File: config.mk
export PLATFORM = sky130hd
export DESIGN_NAME = spi_reg_writer_flat
export DESIGN_NICKNAME = d
export VERILOG_FILES = /design/src/rtl/spi_reg_pkg.sv /design/src/rtl/spi_reg_writer_if.sv /design/src/rtl/spi_phase_tick.sv /design/src/rtl/spi_reg_writer.sv /design/src/flat_wrapper.sv
export SDC_FILE = /design/constraint.sdc
export NUM_CORES = 1
export LEC_CHECK = 0
export CORE_ASPECT_RATIO = 1.1
export CORE_MARGIN = 5
export CORE_UTILIZATION = 52
export CTS_BUF_LIST = sky130_fd_sc_hd__clkbuf_16
export CTS_CLUSTER_DIAMETER = 40
export DETAILED_ROUTE_END_ITERATION = 6
export PLACE_DENSITY_LB_ADDON = 0.05
export SYNTH_ARGS = -nofsm -noshare
export SYNTH_HDL_FRONTEND = slang
export SYNTH_SLANG_ARGS = --single-unit
export TNS_END_PERCENT = 100
File: constraint.sdc
create_clock -name clk -period 2 [get_ports clk]
set_clock_uncertainty 0.05 [all_clocks]
set_input_delay 0.5 -clock clk [delete_from_list [all_inputs] [get_ports clk]]
set_output_delay 0.5 -clock clk [all_outputs]
set_load 0.02 [all_outputs]
File: src/rtl/spi_reg_pkg.sv
// Definitions shared by the SPI register-write controller and the peripheral
// that consumes its frames.
package spi_reg_pkg;

  localparam int FRAME_BITS = 16;
  localparam logic WRITE_FLAG = 1'b1;

  // Counter widths are wide enough for the full legal parameter ranges.
  localparam int PHASE_W   = 8;
  localparam int GAP_W     = 8;
  localparam int BIT_CNT_W = 4;

  // Register map of the peripheral.
  localparam logic [6:0] ADDR_EN_OUT_7_0  = 7'h00;
  localparam logic [6:0] ADDR_EN_OUT_15_8 = 7'h01;
  localparam logic [6:0] ADDR_EN_PWM_7_0  = 7'h02;
  localparam logic [6:0] ADDR_EN_PWM_15_8 = 7'h03;
  localparam logic [6:0] ADDR_PWM_DUTY    = 7'h04;

  // ST_SETUP: nCS low, SCLK low, first bit presented.
  // ST_HIGH / ST_LOW: SCLK half periods.
  // ST_HOLD: final low half period after the 16th bit, nCS still low.
  // ST_GAP: nCS high recovery time before the next frame.
  typedef enum logic [2:0] {
    ST_IDLE  = 3'd0,
    ST_SETUP = 3'd1,
    ST_HIGH  = 3'd2,
    ST_LOW   = 3'd3,
    ST_HOLD  = 3'd4,
    ST_GAP   = 3'd5
  } state_t;

endpackage

File: src/rtl/spi_reg_writer_if.sv
// Request handshake and SPI pins of the register writer, plus the FSM state
// for observation.
//
// Handshake: a request transfers on a rising clk edge where req_valid and
// req_ready are both high. req_addr/req_data must be valid in that cycle and
// are not looked at again. req_ready is only high while the controller is
// idle.
interface spi_reg_writer_if;
  import spi_reg_pkg::*;

  logic       req_valid;
  logic       req_ready;
  logic [6:0] req_addr;
  logic [7:0] req_data;
  logic       SCLK;
  logic       COPI;
  logic       nCS;
  logic       busy;
  logic       done;
  state_t     state;

  // Requester side.
  modport master (
    output req_valid, req_addr, req_data,
    input  req_ready, SCLK, COPI, nCS, busy, done, state
  );

  // Controller side.
  modport slave (
    input  req_valid, req_addr, req_data,
    output req_ready, SCLK, COPI, nCS, busy, done, state
  );

endinterface

File: src/rtl/spi_phase_tick.sv
// SCLK phase timer: counts 0..CLK_DIV-1 and wraps, flagging the last cycle of
// each phase. Clearing on acceptance aligns phase boundaries to the frame.
module spi_phase_tick
  import spi_reg_pkg::*;
#(
  parameter int CLK_DIV = 4
) (
  input  logic clk,
  input  logic rst,
  input  logic clr,
  output logic tick
);

  localparam logic [PHASE_W-1:0] LAST = PHASE_W'(CLK_DIV - 1);

  logic [PHASE_W-1:0] cnt_q;

  assign tick = (cnt_q == LAST);

  // Phase counter with synchronous clear.
  always_ff @(posedge clk) begin
    if (rst || clr) begin
      cnt_q <= '0;
    end else if (tick) begin
      cnt_q <= '0;
    end else begin
      cnt_q <= cnt_q + 1'b1;
    end
  end

endmodule

File: src/rtl/spi_reg_writer.sv
// Mode-0 SPI register writer: serialises {WRITE_FLAG, addr, data} MSB first
// with a CLK_DIV-cycle half period, then keeps nCS high for GAP_CYCLES cycles.
module spi_reg_writer
  import spi_reg_pkg::*;
#(
  parameter int CLK_DIV    = 4,
  parameter int GAP_CYCLES = 4
) (
  input  logic            clk,
  input  logic            rst,
  spi_reg_writer_if.slave bus
);

  state_t                 state_q;
  state_t                 state_d;
  logic [FRAME_BITS-1:0]  shift_q;
  logic [BIT_CNT_W-1:0]   bit_cnt_q;
  logic [GAP_W-1:0]       gap_cnt_q;

  logic sclk_q, ncs_q, busy_q, done_q, ready_q;
  logic sclk_d, ncs_d, busy_d, done_d, ready_d;
  logic accept, tick, gap_last, last_bit;

  // ready_q is only high in IDLE, so this is the acceptance edge.
  assign accept   = bus.req_valid && ready_q;
  assign gap_last = (gap_cnt_q == GAP_W'(GAP_CYCLES - 1));
  assign last_bit = (bit_cnt_q == '0);

  spi_phase_tick #(
    .CLK_DIV (CLK_DIV)
  ) u_phase_tick (
    .clk  (clk),
    .rst  (rst),
    .clr  (accept),
    .tick (tick)
  );

  // State register.
  always_ff @(posedge clk) begin
    if (rst) begin
      state_q <= ST_IDLE;
    end else begin
      state_q <= state_d;
    end
  end

  // Next state, and the output values that go with it (registered below).
  always_comb begin
    state_d = state_q;
    case (state_q)
      ST_IDLE:  if (accept)   state_d = ST_SETUP;
      ST_SETUP: if (tick)     state_d = ST_HIGH;
      ST_HIGH:  if (tick)     state_d = last_bit ? ST_HOLD : ST_LOW;
      ST_LOW:   if (tick)     state_d = ST_HIGH;
      ST_HOLD:  if (tick)     state_d = ST_GAP;
      ST_GAP:   if (gap_last) state_d = ST_IDLE;
      default:                state_d = ST_IDLE;
    endcase
    sclk_d  = (state_d == ST_HIGH);
    ncs_d   = (state_d == ST_IDLE) || (state_d == ST_GAP);
    ready_d = (state_d == ST_IDLE);
    busy_d  = (state_d != ST_IDLE);
    done_d  = (state_q == ST_HOLD) && (state_d == ST_GAP);
  end

  // Output registers, so every pin changes only on a clk edge.
  always_ff @(posedge clk) begin
    if (rst) begin
      sclk_q  <= 1'b0;
      ncs_q   <= 1'b1;
      busy_q  <= 1'b0;
      done_q  <= 1'b0;
      ready_q <= 1'b1;
    end else begin
      sclk_q  <= sclk_d;
      ncs_q   <= ncs_d;
      busy_q  <= busy_d;
      done_q  <= done_d;
      ready_q <= ready_d;
    end
  end

  // Shift register: load on acceptance, advance on entry to each LOW phase
  // so COPI changes one full half period before the next SCLK rise.
  always_ff @(posedge clk) begin
    if (rst) begin
      shift_q <= '0;
    end else if (accept) begin
      shift_q <= {WRITE_FLAG, bus.req_addr, bus.req_data};
    end else if ((state_q == ST_HIGH) && (state_d == ST_LOW)) begin
      shift_q <= {shift_q[FRAME_BITS-2:0], 1'b0};
    end
  end

  // Bit counter: index of the bit currently on COPI, 15 down to 0.
  always_ff @(posedge clk) begin
    if (rst) begin
      bit_cnt_q <= '0;
    end else if (accept) begin
      bit_cnt_q <= BIT_CNT_W'(FRAME_BITS - 1);
    end else if ((state_q == ST_HIGH) && (state_d == ST_LOW)) begin
      bit_cnt_q <= bit_cnt_q - 1'b1;
    end
  end

  // Inter-frame gap counter, running only while in GAP.
  always_ff @(posedge clk) begin
    if (rst) begin
      gap_cnt_q <= '0;
    end else if (state_q == ST_GAP) begin
      gap_cnt_q <= gap_cnt_q + 1'b1;
    end else begin
      gap_cnt_q <= '0;
    end
  end

  assign bus.SCLK      = sclk_q;
  assign bus.COPI      = shift_q[FRAME_BITS-1];
  assign bus.nCS       = ncs_q;
  assign bus.busy      = busy_q;
  assign bus.done      = done_q;
  assign bus.req_ready = ready_q;
  assign bus.state     = state_q;

endmodule

File: src/flat_wrapper.sv
// flat-port wrapper written by rule: the top's interface ports become plain ports
module spi_reg_writer_flat import spi_reg_pkg::*;
#(
  parameter int CLK_DIV    = 4,
  parameter int GAP_CYCLES = 4
)
  (clk, rst, bus_req_valid, bus_req_addr, bus_req_data, bus_req_ready, bus_SCLK, bus_COPI, bus_nCS, bus_busy, bus_done, bus_state);
  spi_reg_writer_if bus_i ();
  input  logic clk;
  input  logic rst;
  input wire logic [$bits(bus_i.req_valid)-1:0] bus_req_valid;
  input wire logic [$bits(bus_i.req_addr)-1:0] bus_req_addr;
  input wire logic [$bits(bus_i.req_data)-1:0] bus_req_data;
  output wire logic [$bits(bus_i.req_ready)-1:0] bus_req_ready;
  output wire logic [$bits(bus_i.SCLK)-1:0] bus_SCLK;
  output wire logic [$bits(bus_i.COPI)-1:0] bus_COPI;
  output wire logic [$bits(bus_i.nCS)-1:0] bus_nCS;
  output wire logic [$bits(bus_i.busy)-1:0] bus_busy;
  output wire logic [$bits(bus_i.done)-1:0] bus_done;
  output wire logic [$bits(bus_i.state)-1:0] bus_state;
  assign bus_i.req_valid = bus_req_valid;
  assign bus_i.req_addr = bus_req_addr;
  assign bus_i.req_data = bus_req_data;
  assign bus_req_ready = bus_i.req_ready;
  assign bus_SCLK = bus_i.SCLK;
  assign bus_COPI = bus_i.COPI;
  assign bus_nCS = bus_i.nCS;
  assign bus_busy = bus_i.busy;
  assign bus_done = bus_i.done;
  assign bus_state = bus_i.state;
  spi_reg_writer #(.CLK_DIV(CLK_DIV), .GAP_CYCLES(GAP_CYCLES)) u_core (.clk(clk), .rst(rst), .bus(bus_i));
endmodule
Word level (Yosys, flattened, before mapping):

Index checks and enable logic that the tools add are counted.

* multiplexer cells: 11
* add/sub/neg operators: 3
* eq/ne operators: 10
* bitwise gates (word level): 1
* reduce and logical (&&, ||, !) cells: 13

Operators with widths (count)
* $mux W16: 2
* $mux W3: 6
* $add A8 B1 Y8 const B: 2
* $eq A8 B2 Y1 const B: 2
* $pmux W3 S5: 1
* $eq A3 B2 Y1 const B: 4
* $eq A3 B3 Y1 const B: 3
* $mux W4: 2
* $logic_not A3 Y1: 2
* $reduce_or A2 Y1: 3
* $logic_not A4 Y1: 1
* $sub A4 B1 Y4 const B: 1
* $eq A3 B1 Y1 const B: 1
* $logic_and A1 B1 Y1: 3
* $reduce_bool A3 Y1: 1
* $logic_or A1 B1 Y1: 2
* $reduce_bool A2 Y1: 1
* $not A1 Y1: 1

* bits of input ports: 18
* register bits: 44
* output and inout port bits: 9

Longest topological paths before layout:

* depth in word-level cells: 8
* mapped depth: 8
* mapped depth without buffers: 6

Cells and area by module:

From an unflattened synthesis, not the netlist that was laid out.

* cells, all modules: 223
* area total of the unflattened synthesis: 1996.9 µm²

Modules (own cells, without submodules)
* spi_reg_writer: cells each 185, sequential area each 720.7 µm², times used 1, area each 1634.1 µm²
* spi_phase_tick: cells each 38, sequential area each 160.2 µm², times used 1, area each 362.8 µm²

Least setup slack after synthesis:

No wires, ideal clock.

* kind: register -> register
* start: register u_core.bit_cnt_q[0]
* end: register u_core.sclk_q, in the netlist u_core.bus.SCLK
* arrival: 1.727 ns
* slack: 0.136 ns
* cell stages (with the launch flop): 8
* data required time: 1.863 ns
* library setup time: 0.087 ns
* clock period less this slack: 1.864 ns
* cells stage by stage: dfxtp_1 inv_1 ha_1 or3b_1 and4_1 buf_6 a311oi_4 nor4b_4

* longest elaborated chain between the ends: 5

RTL lines
* start, declared: RTL line spi_reg_writer.sv:17 `logic [BIT_CNT_W-1:0] bit_cnt_q;`
* start signal, assigned: RTL line spi_reg_writer.sv:100 `bit_cnt_q <= BIT_CNT_W'(FRAME_BITS - 1);`
* start signal, assigned: RTL line spi_reg_writer.sv:102 `bit_cnt_q <= bit_cnt_q - 1'b1;`
* $logic_not A4 Y1: RTL line spi_reg_writer.sv:27 `assign last_bit = (bit_cnt_q == '0);`
* $mux W3 (2 in series): RTL line spi_reg_writer.sv:53 `ST_HIGH: if (tick) state_d = last_bit ? ST_HOLD : ST_LOW;`
* $pmux W3 S5: RTL line spi_reg_writer.sv:50 `case (state_q)`
* $eq A3 B2 Y1: RTL line spi_reg_writer.sv:59 `sclk_d = (state_d == ST_HIGH);`
* end signal, assigned: RTL line spi_reg_writer.sv:75 `sclk_q <= sclk_d;`
* end, declared: RTL line spi_reg_writer.sv:20 `logic sclk_q, ncs_q, busy_q, done_q, ready_q;`

No other way between the ends.
A chain may end at the register's enable or synchronous reset.

Worst setup path in the final report:

* start: register u_core.state_q[1], in the netlist u_core.bus.state[1]
* end: output port bus_state[1]

RTL lines
* start, declared: RTL line spi_reg_writer.sv:14 `state_t state_q;`
* start signal, assigned: RTL line spi_reg_writer.sv:43 `state_q <= state_d;`
* end, declared: RTL line flat_wrapper.sv:20 `output wire logic [$bits(bus_i.state)-1:0] bus_state;`

No word-level cell between the ends.

==> metrics.yaml <==
status: "finished clean"
initial_core_util_pct: 53.1
fin_nets: 270
cts.path.max_buffers: 2
cpPeakStageDelay_ns: 0.64
cts.sinks: 44
clkTransAtPathRegs_ns: 0.06
die_area_um2: 4990
drive_gt1_share_pct: 8.84
cts_buffers: 5
ys_types: 39
postSynthCellCount: 219
diodes: 0
syn_area_um2: 1910
grtUsageTotal_pct: 16.8
core_um2: 3600
grt_max_degree: 35
p_per_area_nw_per_um2: 811
worstPathArrival_ns: 1.32
post_cts_buffers: 0
startpoint_type: "register"
synth_warnings: 0
regArea_um2: 881
critical_path_class: "reg -> out"
insertion_delay_ns: 0.28
avgViaCountPerCell: 5.40
port_buffers: 26
drc_errors: 0
required_ns: 1.45
drtIter0Drc: 85
tightestPinTransition_ns: 0.468
dieHeight_um: 73.6
finalHoldViolations: 0
setup_violations: 0
slowest_stage: "clkdlybuf4s50_1"
holdBufCountCts: 0
relSlewSlack_pct: 68.8
wl_per_cell_um: 12.8
antenna_found_initial: 0
synth_edf_count: 0
tns_ns: 0
multiInputGateArea_um2: 962
cp_top_family: "buffers and inverters"
antenna_left: 0
first_global_vias: 1522
synth-async-reset-ratio_pct: 0
fillers: 318
post_synth.cell_area_avg_um2: 8.73
synth_seq_cells: 44
p_leak_nw: 0.871
cp-end-kind: "output port"
rows: 23
fin_crit_sh_pct: 93.5
rsz0062_at_grt: "no"
irDropWorstVdd_mv: 0.547
crit_buf_inv: 1
pin_count: 27
syn_to_final_growth_pct: 24.9
cts_tree: "built"
maxCapViolCount: 0
period_needed_ns: 1.87
synth-main-ff-cell: "dfxtp_1"
cts_root_buffer: "clkbuf_16"
first_pass_iters: 4
power.total_mw: 1.94
wl_um: 3830
grt_pass1_wl_um: 6400
path_cells: "clkdlybuf4s50_1"
slew_viol_final: 0
critical_path.max_fanout: 6
grt_overflow: 0
r2r_slack_ns: 0.15
cts_max_level: 2
post-dp-hpwl_um: 2700
synth_fp_nets: 240
gp_congestion: 0.818
hold_path.class: "reg -> reg"
dieWidth_um: 67.8
max_clock_freq_mhz: 535
num_vias: 1614
ys_seq_area_share_pct: 46.1
-- cells by family after synthesis --
group / count (synthesis) / share of synthesized area [%]
xor+xnor: 13 / 5.96
flops: 44 / 46.1
fa+ha+maj: 3 / 1.96
simple gates: 108 / 27.6
compound gates: 34 / 14.4
buf+inv: 17 / 3.99
-- metrics by stage --
stage                     util, %  instance area, um2  setup slack [ns]  hold slack [ns]  std cells
after floorplan                 -                1910             0.136            0.380        219
after global placement       62.4                2240            0.0614            0.396        292
after detailed placement     62.4                2240            0.0248            0.400        292
after CTS                    66.1                2380            0.0432            0.420        299
after global routing         66.4                2390           0.00647            0.441        299
final                        66.4                2390             0.130            0.414        299
-- layout by cell type (no fill, tap or decap), drive strengths merged, types with 5 or more instances in the layout --
cell type      count
a311oi            15
a31oi              6
buf                9
clkbuf             5
clkdlybuf4s50     25
dfxtp             44
inv                6
nand2             38
nand3             10
nor2              35
xnor2              6
xor2               7
-- where the power goes --
| group | total [mW] | internal, mW | switching, mW | leakage, nW |
|---|---|---|---|---|
| logic | 0.230 | 0.118 | 0.112 | 0.439 |
| registers | 0.960 | 0.929 | 0.0313 | 0.361 |
| clock network | 0.747 | 0.448 | 0.299 | 0.0709 |
-- path summary, 6_finish.rpt --
check | start | end | cells past startpoint
max | u_core.bus.state[1]$_SDFF_PP0_ | bus_state[1] | 1
min | u_core.u_phase_tick.cnt_q[0]$_SDFF_PP0_ | u_core.u_phase_tick.cnt_q[0]$_SDFF_PP0_ | 1
min reg2reg | u_core.u_phase_tick.cnt_q[0]$_SDFF_PP0_ | u_core.u_phase_tick.cnt_q[0]$_SDFF_PP0_ | 1
max reg2reg | u_core.bit_cnt_q[0]$_SDFFE_PP0P_ | u_core.bus.SCLK$_SDFF_PP0_ | 6
-- area by class of cell --
cell class	instances	area share, %
clock buffers	5	5.24
clock inverters	2	0.367
inverters	5	0.786
multi-input cells	158	40.3
flip-flops and latches	44	36.9
well taps	50	2.62
repair buffers	35	13.8
-- cells in the mapped netlist, drive strengths merged (2+ instances only) --
| master | count | area [um2] |
|---|---|---|
| a21oi | 3 | 15.0 |
| and3 | 3 | 18.8 |
| buf | 5 | 31.3 |
| nor3b | 3 | 32.5 |
| inv | 5 | 18.8 |
| a311oi | 15 | 149 |
| nand2 | 38 | 143 |
| and2 | 2 | 12.5 |
| dfxtp | 44 | 881 |
| nand3 | 10 | 50.1 |
| clkbuf | 7 | 26.3 |
| o21ai | 3 | 15.0 |
| xnor2 | 6 | 52.6 |
| nor2 | 35 | 131 |
| ha | 3 | 37.5 |
| nand2b | 2 | 12.5 |
| xor2 | 7 | 61.3 |
| nor4 | 4 | 40.0 |
| or3 | 4 | 25.0 |
| a31oi | 6 | 37.5 |
| nor3 | 3 | 15.0 |
-- per-layer routing --
layer | track usage, % | vias up | share of wire, % | wire length [um]
met1 | 20.2 | 736 | 44 | 1680
met3 | 3.98 | 8 | 5.6 | 216
met2 | 28.2 | 40 | 49 | 1860
li1 | - | 830 | - | -
met4 | 7.28 | 0 | 1.8 | 70
met5 | 0 | - | 0 | 0
-- sequential cells by signal, summed over array words and instances, names as in the netlist --
name and count:
u_core.gap_cnt_q 8, u_core.shift_q 16, u_core.bus.busy 1, u_core.u_phase_tick.cnt_q 8, u_core.bus.nCS 1, u_core.bus.state 3
u_core.bus.SCLK 1, u_core.bit_cnt_q 4, u_core.bus.req_ready 1, u_core.bus.done 1
-- timing repair --
| item | in CTS | in global routing |
|---|---|---|
| pin swaps | 0 | 1 |
| cloned | 0 | 0 |
| resized for setup | 1 | 3 |
| setup endpoints to repair | 1 | 15 |
No activity file was read; power rests on OpenSTA's default activity.
